### config.mk
export PLATFORM = sky130hd
export DESIGN_NAME = bcd_serial_alu
export DESIGN_NICKNAME = d
export VERILOG_FILES = /design/src/rtl/bcd_serial_alu.sv
export SDC_FILE = /design/constraint.sdc
export NUM_CORES = 1
export LEC_CHECK = 0
export BUFFER_PORTS_ARGS = -buffer_cell sky130_fd_sc_hd__buf_2
export CORE_MARGIN = 3
export CORE_UTILIZATION = 40
export CTS_CLUSTER_DIAMETER = 50
export DETAILED_ROUTE_END_ITERATION = 8
export PLACE_DENSITY = 0.7
export SLEW_MARGIN = 30
export SYNTH_ARGS = -nofsm -noshare
export SYNTH_HDL_FRONTEND = slang
export SYNTH_SLANG_ARGS = --single-unit
### constraint.sdc
create_clock -name clk -period 6.1 [get_ports clk]
set_clock_uncertainty 0.1 [all_clocks]
set_input_delay 0 -clock clk [delete_from_list [all_inputs] [get_ports clk]]
set_output_delay 0 -clock clk [all_outputs]
set_load 0.03 [all_outputs]
### src/rtl/bcd_serial_alu.sv
// ============================================================================
// Module   : bcd_serial_alu
// Brief    : Digit-serial packed-BCD adder/subtractor with ten's-complement fixup
// Revision : 1.0  initial release
// ============================================================================
`default_nettype none

module bcd_serial_alu #(
    parameter int NDIGITS = 4
) (
    input  logic                   clk,
    input  logic                   reset,
    input  logic                   start,
    input  logic                   op,
    input  logic [4*NDIGITS-1:0]   a,
    input  logic [4*NDIGITS-1:0]   b,
    output logic                   busy,
    output logic                   done,
    output logic [4*NDIGITS-1:0]   result,
    output logic                   carry_sign,
    output logic                   err
);

    localparam int c_WIDTH = 4 * NDIGITS;
    localparam int c_IDX_W = (NDIGITS > 1) ? $clog2(NDIGITS) : 1;
    localparam logic [c_IDX_W-1:0] c_LAST_IDX = c_IDX_W'(NDIGITS - 1);

    typedef enum logic [1:0] {
        IDLE = 2'd0,
        CALC = 2'd1,
        COMP = 2'd2,
        DONE = 2'd3
    } state_t;

    state_t                r_state;
    logic [c_WIDTH-1:0]    r_a;
    logic [c_WIDTH-1:0]    r_b;
    logic [c_WIDTH-1:0]    r_acc;
    logic                  r_op;
    logic                  r_c;
    logic [c_IDX_W-1:0]    r_idx;

    logic                  w_bad;
    logic [3:0]            w_src;
    logic [3:0]            w_addend;
    logic [4:0]            w_t;
    logic [3:0]            w_dig;
    logic                  w_cout;
    logic [c_WIDTH-1:0]    w_acc_next;
    logic                  w_last;

    always_comb begin
        w_bad = 1'b0;
        for (int i = 0; i < NDIGITS; i++) begin
            if (a[4*i +: 4] > 4'd9 || b[4*i +: 4] > 4'd9) begin
                w_bad = 1'b1;
            end
        end
    end

    // One shared digit adder: CALC adds a_i + b'_i, COMP forms (9 - r_i) + c.
    always_comb begin
        if (r_state == COMP) begin
            w_src    = 4'd9 - r_acc[3:0];
            w_addend = 4'd0;
        end else begin
            w_src    = r_a[3:0];
            w_addend = r_op ? (4'd9 - r_b[3:0]) : r_b[3:0];
        end
        w_t = 5'(w_src) + 5'(w_addend) + 5'(r_c);
        if (w_t > 5'd9) begin
            w_dig  = 4'(w_t - 5'd10);
            w_cout = 1'b1;
        end else begin
            w_dig  = w_t[3:0];
            w_cout = 1'b0;
        end
        w_acc_next = (r_acc >> 4) | (c_WIDTH'(w_dig) << (4 * (NDIGITS - 1)));
        w_last     = (r_idx == c_LAST_IDX);
    end

    always_ff @(posedge clk or posedge reset) begin
        if (reset) begin
            r_state    <= IDLE;
            r_a        <= '0;
            r_b        <= '0;
            r_acc      <= '0;
            r_op       <= 1'b0;
            r_c        <= 1'b0;
            r_idx      <= '0;
            busy       <= 1'b0;
            done       <= 1'b0;
            result     <= '0;
            carry_sign <= 1'b0;
            err        <= 1'b0;
        end else begin
            done <= 1'b0;
            case (r_state)
                IDLE: begin
                    if (start) begin
                        r_a   <= a;
                        r_b   <= b;
                        r_op  <= op;
                        r_c   <= op;
                        r_idx <= '0;
                        r_acc <= '0;
                        busy  <= 1'b1;
                        if (w_bad) begin
                            result     <= '0;
                            carry_sign <= 1'b0;
                            err        <= 1'b1;
                            r_state    <= DONE;
                        end else begin
                            r_state <= CALC;
                        end
                    end
                end
                CALC: begin
                    r_a   <= r_a >> 4;
                    r_b   <= r_b >> 4;
                    r_acc <= w_acc_next;
                    r_c   <= w_cout;
                    r_idx <= r_idx + 1'b1;
                    if (w_last) begin
                        r_idx <= '0;
                        // Subtract without final carry means A<B: negate the wrapped result.
                        if (r_op && !w_cout) begin
                            r_c     <= 1'b1;
                            r_state <= COMP;
                        end else begin
                            result     <= w_acc_next;
                            carry_sign <= r_op ? 1'b0 : w_cout;
                            err        <= 1'b0;
                            r_state    <= DONE;
                        end
                    end
                end
                COMP: begin
                    r_acc <= w_acc_next;
                    r_c   <= w_cout;
                    r_idx <= r_idx + 1'b1;
                    if (w_last) begin
                        r_idx      <= '0;
                        result     <= w_acc_next;
                        carry_sign <= 1'b1;
                        err        <= 1'b0;
                        r_state    <= DONE;
                    end
                end
                DONE: begin
                    done    <= 1'b1;
                    busy    <= 1'b0;
                    r_state <= IDLE;
                end
                default: begin
                    busy    <= 1'b0;
                    r_state <= IDLE;
                end
            endcase
        end
    end

endmodule

`default_nettype wire

==> results.sh, run 1 <==
export IMPL_outcome="complete, no violations"
export IMPL_tns_ns=0
export IMPL_post_cts_setup_buffer_count=0
export IMPL_slew_headroom_pct=35.4
export IMPL_final_cell_mix="74 x dfrtp_1, 55 x buf_2, 42 x nand2_1"
export IMPL_slew_viol_final=0
export IMPL_synth_cell_types=48
export IMPL_place_ws_ns=1.85
export IMPL_synth_area_leader_cell="dfrtp_1"
export IMPL_die_w_um=103
export IMPL_pin_count=56
export IMPL_clkPwrFrac_pct=14.4
export IMPL_syn_area_per_cell_um2=11.1
export IMPL_p_sw_share_pct=42.8
export IMPL_cap_violations=0
export IMPL_wl_um=8220
export IMPL_worst_slack_ns=1.87
export IMPL_ctsRootBufferMaster="clkbuf_8"
export IMPL_antennaDiodeCount=0
export IMPL_num_nets_final=481
export IMPL_power_density_mw_per_mm2=648
export IMPL_fin_crit_ns=4.23
export IMPL_syn_num_nets=387
export IMPL_switchingPower_mw=1.32
export IMPL_cts_buffers=9
export IMPL_io_buffers=55
export IMPL_hpwl_um=5520
export IMPL_power_share_combinational_pct=58.6
export IMPL_synthToLayoutAreaGrowth_pct=26.8
export IMPL_track_usage_pct=16.5
export IMPL_drive_gt1_share_pct=26.6
export IMPL_crit_slowest_cell="nor4_4"
export IMPL_fin_crit_sh_pct=69.4
export IMPL_synth_seq_area_share_pct=49.4
export IMPL_htreeDepth=3
export IMPL_p_int_mw=1.76
export IMPL_cts_tree="yes"
export IMPL_final_common_cell="dfrtp_1"
export IMPL_drt_iter0_markers=102
export IMPL_cts_sinks=74
export IMPL_worstPathCellList="inv_1, ha_1, mux2_2, fa_1, xnor2_1, ha_1, a22oi_2, a311oi_4, nor4_4, buf_4, mux2_2"
export IMPL_critical_path_top_delay_family="adder cells"
export IMPL_post_drt_wl_per_cell_um=15.1
export IMPL_synthFlopType="dfrtp_1"
export IMPL_crit_buf_inv=2
export IMPL_worstPathArrival_ns=4.36
export IMPL_crit_required_ns=6.23
export IMPL_grt_antenna_before_repair=0
export IMPL_worst_pin_slew_ns=0.962
export IMPL_netlist_area_mm2=0.00375
export IMPL_grt_pass1_wl_um=13600
export IMPL_cts_hold_fix_buffers=39
export IMPL_synth_edff_count=0
export IMPL_synthDominantCellAreaShare_pct=49.4
export IMPL_placed_cells=490
export IMPL_path_clk_slew_ns=0.07
export IMPL_final_core_util_pct=53.4
export IMPL_setup_viol=0
export IMPL_finalNonFillerCells=544
export IMPL_synth_area_top_cells="dfrtp_1 49%, mux2i_1 7.2%, mux2_2 6.3%, o21ai_0 5.3%, nand2_1 4.2%"
export IMPL_drc=0
export IMPL_die_h_um=103
export IMPL_clock_fmax_ghz=0.236
export IMPL_first_global_vias=2945
export IMPL_via_count=2866
export IMPL_die_area_mm2=0.0106
export IMPL_vias_per_cell=5.27
export IMPL_path_max_fanout=12
export IMPL_drt_first_pass_iters=4
export IMPL_clockBufferDepth=2
export IMPL_peakVddDrop_uv=258
export IMPL_power_leakage_nw=2.30
export IMPL_cts_resized=0
export IMPL_ys_warnings_count=0
export IMPL_rows=34
export IMPL_hold_viol=0
export IMPL_hold_path_class="input pin to async pin"
export IMPL_rsz0062_at_grt="no"
export IMPL_ys_async_sr_fraction_pct=100
export IMPL_coreArea_mm2=0.00889
export IMPL_critical_path_startpoint_type="register"
export IMPL_ant_nets=0
export IMPL_clkLatencyLatePin_ns=0.34
export IMPL_endpoint_kind="register"
export IMPL_ys_ff_latch=74
export IMPL_syn_inst=338
export IMPL_setup_worst_path_class="register to register"
export IMPL_place_gp_congestion=0.789
export IMPL_initial_core_util_pct=42.1
export IMPL_grt_max_degree=75
export IMPL_crit_path_max_incr_delay_ns=0.59
export IMPL_pwr_share_seq_pct=27.1
export IMPL_overflow=0
## state kept, by name, indices dropped and copies added (netlist names), 2 cells and up
| signal | flops |
|---|---|
| r_a | 16 |
| r_idx | 2 |
| r_acc | 16 |
| r_state | 2 |
| r_b | 16 |
| result | 16 |
## area by class of cell
| type | instances | area [µm²] |
|---|---|---|
| Inverter | 14 | 52.6 |
| Sequential cell | 74 | 1850 |
| Multi-Input combinational cell | 234 | 1770 |
| Clock buffer | 10 | 128 |
| Fill cell | 754 | 4140 |
| Tap cell | 108 | 135 |
| Timing Repair Buffer | 99 | 707 |
| Clock inverter | 5 | 104 |
## cell families after synthesis
| logic type | after synthesis | share of synthesized area, % |
|---|---|---|
| xor+xnor | 5 | 1.17 |
| compound gates | 73 | 12.8 |
| fa+ha+maj | 13 | 4.74 |
| flops | 74 | 49.4 |
| simple gates | 86 | 11.4 |
| buf+inv | 30 | 3.34 |
| mux | 57 | 17.1 |
## per-stage QoR
step,power [mW],hold slack [ns],cell area (µm²)
floorplan,2.24,0.0327,3750
global placement,2.54,0.122,4120
detailed placement,2.62,0.124,4130
CTS,3.11,0.290,4750
global route,3.34,0.337,4750
finish,3.08,0.259,4750
## per-layer routing
| layer | GRT usage (%) | share of wire, % | up-vias |
|---|---|---|---|
| li1 | - | - | 1378 |
| met3 | 3.99 | 5.3 | 8 |
| met1 | 19.8 | 43 | 1391 |
| met4 | 5.08 | 0.97 | 0 |
| met2 | 29.2 | 51 | 89 |
| met5 | 0 | 0 | - |
## path summary, 6_finish.rpt
kind	startpoint	end	slack [ns]	depth (start not counted)
worst max register to register	r_state[0]	result[0]	1.87	11
max in group asynchronous	reset	r_a[2]	5.16	4
worst min-delay path	reset	result[3]	0.26	4
worst max-delay path	r_state[0]	result[0]	1.87	11
min in group clk	a[13]	r_a[13]	0.32	3
worst min register to register	r_b[1]	r_b[1]	0.38	2
## power by group through the flow
| stage | Combinational, mW | Sequential (mW) | Clock (mW) |
|---|---|---|---|
| floorplan | 1.33 | 0.904 | 0 |
| global placement | 1.70 | 0.835 | 0 |
| detailed placement | 1.77 | 0.844 | 0 |
| CTS | 1.82 | 0.835 | 0.455 |
| global route | 2.00 | 0.862 | 0.473 |
| finish | 1.80 | 0.833 | 0.442 |
## worst min-delay path, cell delays in order
cell and delay, ns:
dlygate4sd3_1 0.53, buf_2 0.12, inv_2 0.04, buf_6 0.49
## cell usage after synthesis, types with 2 or more instances
cell type and number:
and2_1 12, a21oi_1 3, a31oi_1 3, nor3_1 2
buf_1 2, nand3_1 3, clkbuf_1 11, fa_1 2
inv_1 14, mux2_4 9, ha_1 11, xor2_1 2
nand2_1 42, dfrtp_1 74, xnor2_1 3, nor2_1 13
a211oi_1 2, nor2b_1 4, mux2_2 21, o41ai_1 2
o21ai_0 40, mux2i_1 27, o31ai_1 4, a22o_1 6
nand4_1 2, a21o_2 2
Note: power is estimated with default switching activity, not from simulation.
==> run 2: changes to the inputs <==
PLACE_DENSITY = 0.73   (was 0.7)
clock period = 3.8 ns   (was 6.1 ns; I/O delays follow)
==> results.sh, run 2 (synthesis gave the netlist of run 1 again) <==
export IMPL_io_buffers=55
export IMPL_fill_cells=763
export IMPL_crit_path_max_incr_delay_ns=0.55
export IMPL_grt_pass1_wl_um=14000
export IMPL_hold_path_class="input pin to async pin"
export IMPL_power_density_mw_per_mm2=1080
export IMPL_hold_viol=0
export IMPL_cts_sinks=74
export IMPL_crit_buf_inv=2
export IMPL_power_leakage_nw=2.36
export IMPL_crit_required_ns=3.94
export IMPL_setup_viol=0
export IMPL_final_common_cell="dfrtp_1"
export IMPL_via_count=2876
export IMPL_cts_tree="yes"
export IMPL_worst_pin_slew_ns=0.959
export IMPL_tns_ns=0
export IMPL_hpwl_um=5770
export IMPL_post_drt_wl_per_cell_um=15.1
export IMPL_worstPathCellList="inv_1, ha_4, nand2_1, o21ai_0, fa_1, inv_1, fa_1, xnor2_1, ha_1, a22oi_2, a311oi_4, or4_4, mux2_2"
export IMPL_path_clk_slew_ns=0.07
export IMPL_vias_per_cell=5.21
export IMPL_wl_um=8350
export IMPL_fin_crit_ns=3.62
export IMPL_initial_core_util_pct=42.1
export IMPL_cap_violations=0
export IMPL_critical_path_top_delay_family="adder cells"
export IMPL_critical_path_startpoint_type="register"
export IMPL_synthToLayoutAreaGrowth_pct=30.3
export IMPL_antennaDiodeCount=0
export IMPL_overflow=0
export IMPL_peakVddDrop_uv=489
export IMPL_fin_crit_sh_pct=95.2
export IMPL_postLayoutCellArea_mm2=0.00488
export IMPL_clkLatencyLatePin_ns=0.35
export IMPL_htreeDepth=3
export IMPL_final_cell_mix="74 x dfrtp_1, 55 x buf_2, 42 x nand2_1"
export IMPL_outcome="complete, no violations"
export IMPL_drt_iter0_markers=91
export IMPL_crit_slowest_cell="or4_4"
export IMPL_final_core_util_pct=54.9
export IMPL_coreArea_mm2=0.00889
export IMPL_die_w_um=103
export IMPL_slew_viol_final=0
export IMPL_drive_gt1_share_pct=28.2
export IMPL_pin_count=56
export IMPL_finalNonFillerCells=552
export IMPL_drt_first_pass_iters=4
export IMPL_grt_antenna_before_repair=0
export IMPL_track_usage_pct=17.1
export IMPL_rows=34
export IMPL_num_nets_final=488
export IMPL_die_area_mm2=0.0106
export IMPL_clock_fmax_ghz=0.277
export IMPL_placed_cells=493
export IMPL_ctsRootBufferMaster="clkbuf_8"
export IMPL_ant_nets=0
export IMPL_first_global_vias=2966
export IMPL_place_area_mm2=0.00416
export IMPL_grt_max_degree=45
export IMPL_slew_headroom_pct=35.6
export IMPL_drc=0
export IMPL_clockBufferDepth=2
export IMPL_worstPathArrival_ns=3.75
export IMPL_path_max_fanout=10
export IMPL_setup_worst_path_class="register to register"
export IMPL_cts_buffers=9
export IMPL_endpoint_kind="register"
export IMPL_die_h_um=103
export IMPL_place_gp_congestion=0.806
==> run 2: final timing paths <==
check | from | to | slack [ns] | depth (start not counted)
worst max-delay path | r_state[0] | err | 0.18 | 13
worst min-delay path | reset | result[3] | 0.23 | 3
worst max register to register | r_state[0] | err | 0.18 | 13
worst min register to register | r_acc[14] | r_acc[14] | 0.38 | 2
max in group asynchronous | reset | r_b[3] | 2.40 | 4
min in group clk | b[13] | r_b[13] | 0.31 | 3
==> run 2: routing by layer <==
layer | GRT usage, % | vias to the layer above | wire length, µm
met1 | 21.0 | 1376 | 3540
met3 | 4.53 | 21 | 430
met2 | 28.1 | 95 | 4170
met5 | 0 | - | 0
li1 | - | 1384 | -
met4 | 8.07 | 0 | 206
==> run 2: worst min-delay path, delay by kind of cell <==
kind	cells	cell delay, ns
buf+inv	3	1.20
==> run 2: cell type report <==
cell class | count | area [µm²] | share of cell area [%]
multi-input combinational | 234 | 1790 | 36.6
sequential | 74 | 1850 | 37.9
inverter | 14 | 52.6 | 1.08
timing repair buffer | 106 | 771 | 15.8
tap | 108 | 135 | 2.77
clock inverter | 4 | 120 | 2.46
clock buffer | 12 | 165 | 3.38
==> run 2: timing repair <==
| item | 4_1_cts | 5_1_grt |
|---|---|---|
| hold buffers | 40 | 0 |
| endpoints found under the hold margin | 71 | 0 |
| pin swaps | 0 | 3 |
| buffers inserted | 0 | 3 |
| resized for setup | 1 | 1 |
| endpoints found under the setup margin | 12 | 17 |
| cloned | 0 | 0 |
==> run 2: stage by stage <==
step / power (mW) / hold WS, ns / worst slack, ns
finish: 5.25 / 0.226 / 0.184
global route: 5.70 / 0.306 / -0.00688
CTS: 5.22 / 0.245 / 0.0615
detailed placement: 4.30 / 0.0806 / -0.0365
global placement: 4.18 / 0.0776 / 0.183
floorplan: 3.59 / 0.0327 / 0.00913
==> run 2: power by group <==
group / internal [mW] / total, mW / leakage, nW / switching (mW)
registers: 1.15 / 1.33 / 0.963 / 0.188
clock network: 0.556 / 0.839 / 0.143 / 0.283
logic: 1.40 / 3.08 / 1.25 / 1.68
total: 3.10 / 5.25 / 2.36 / 2.15
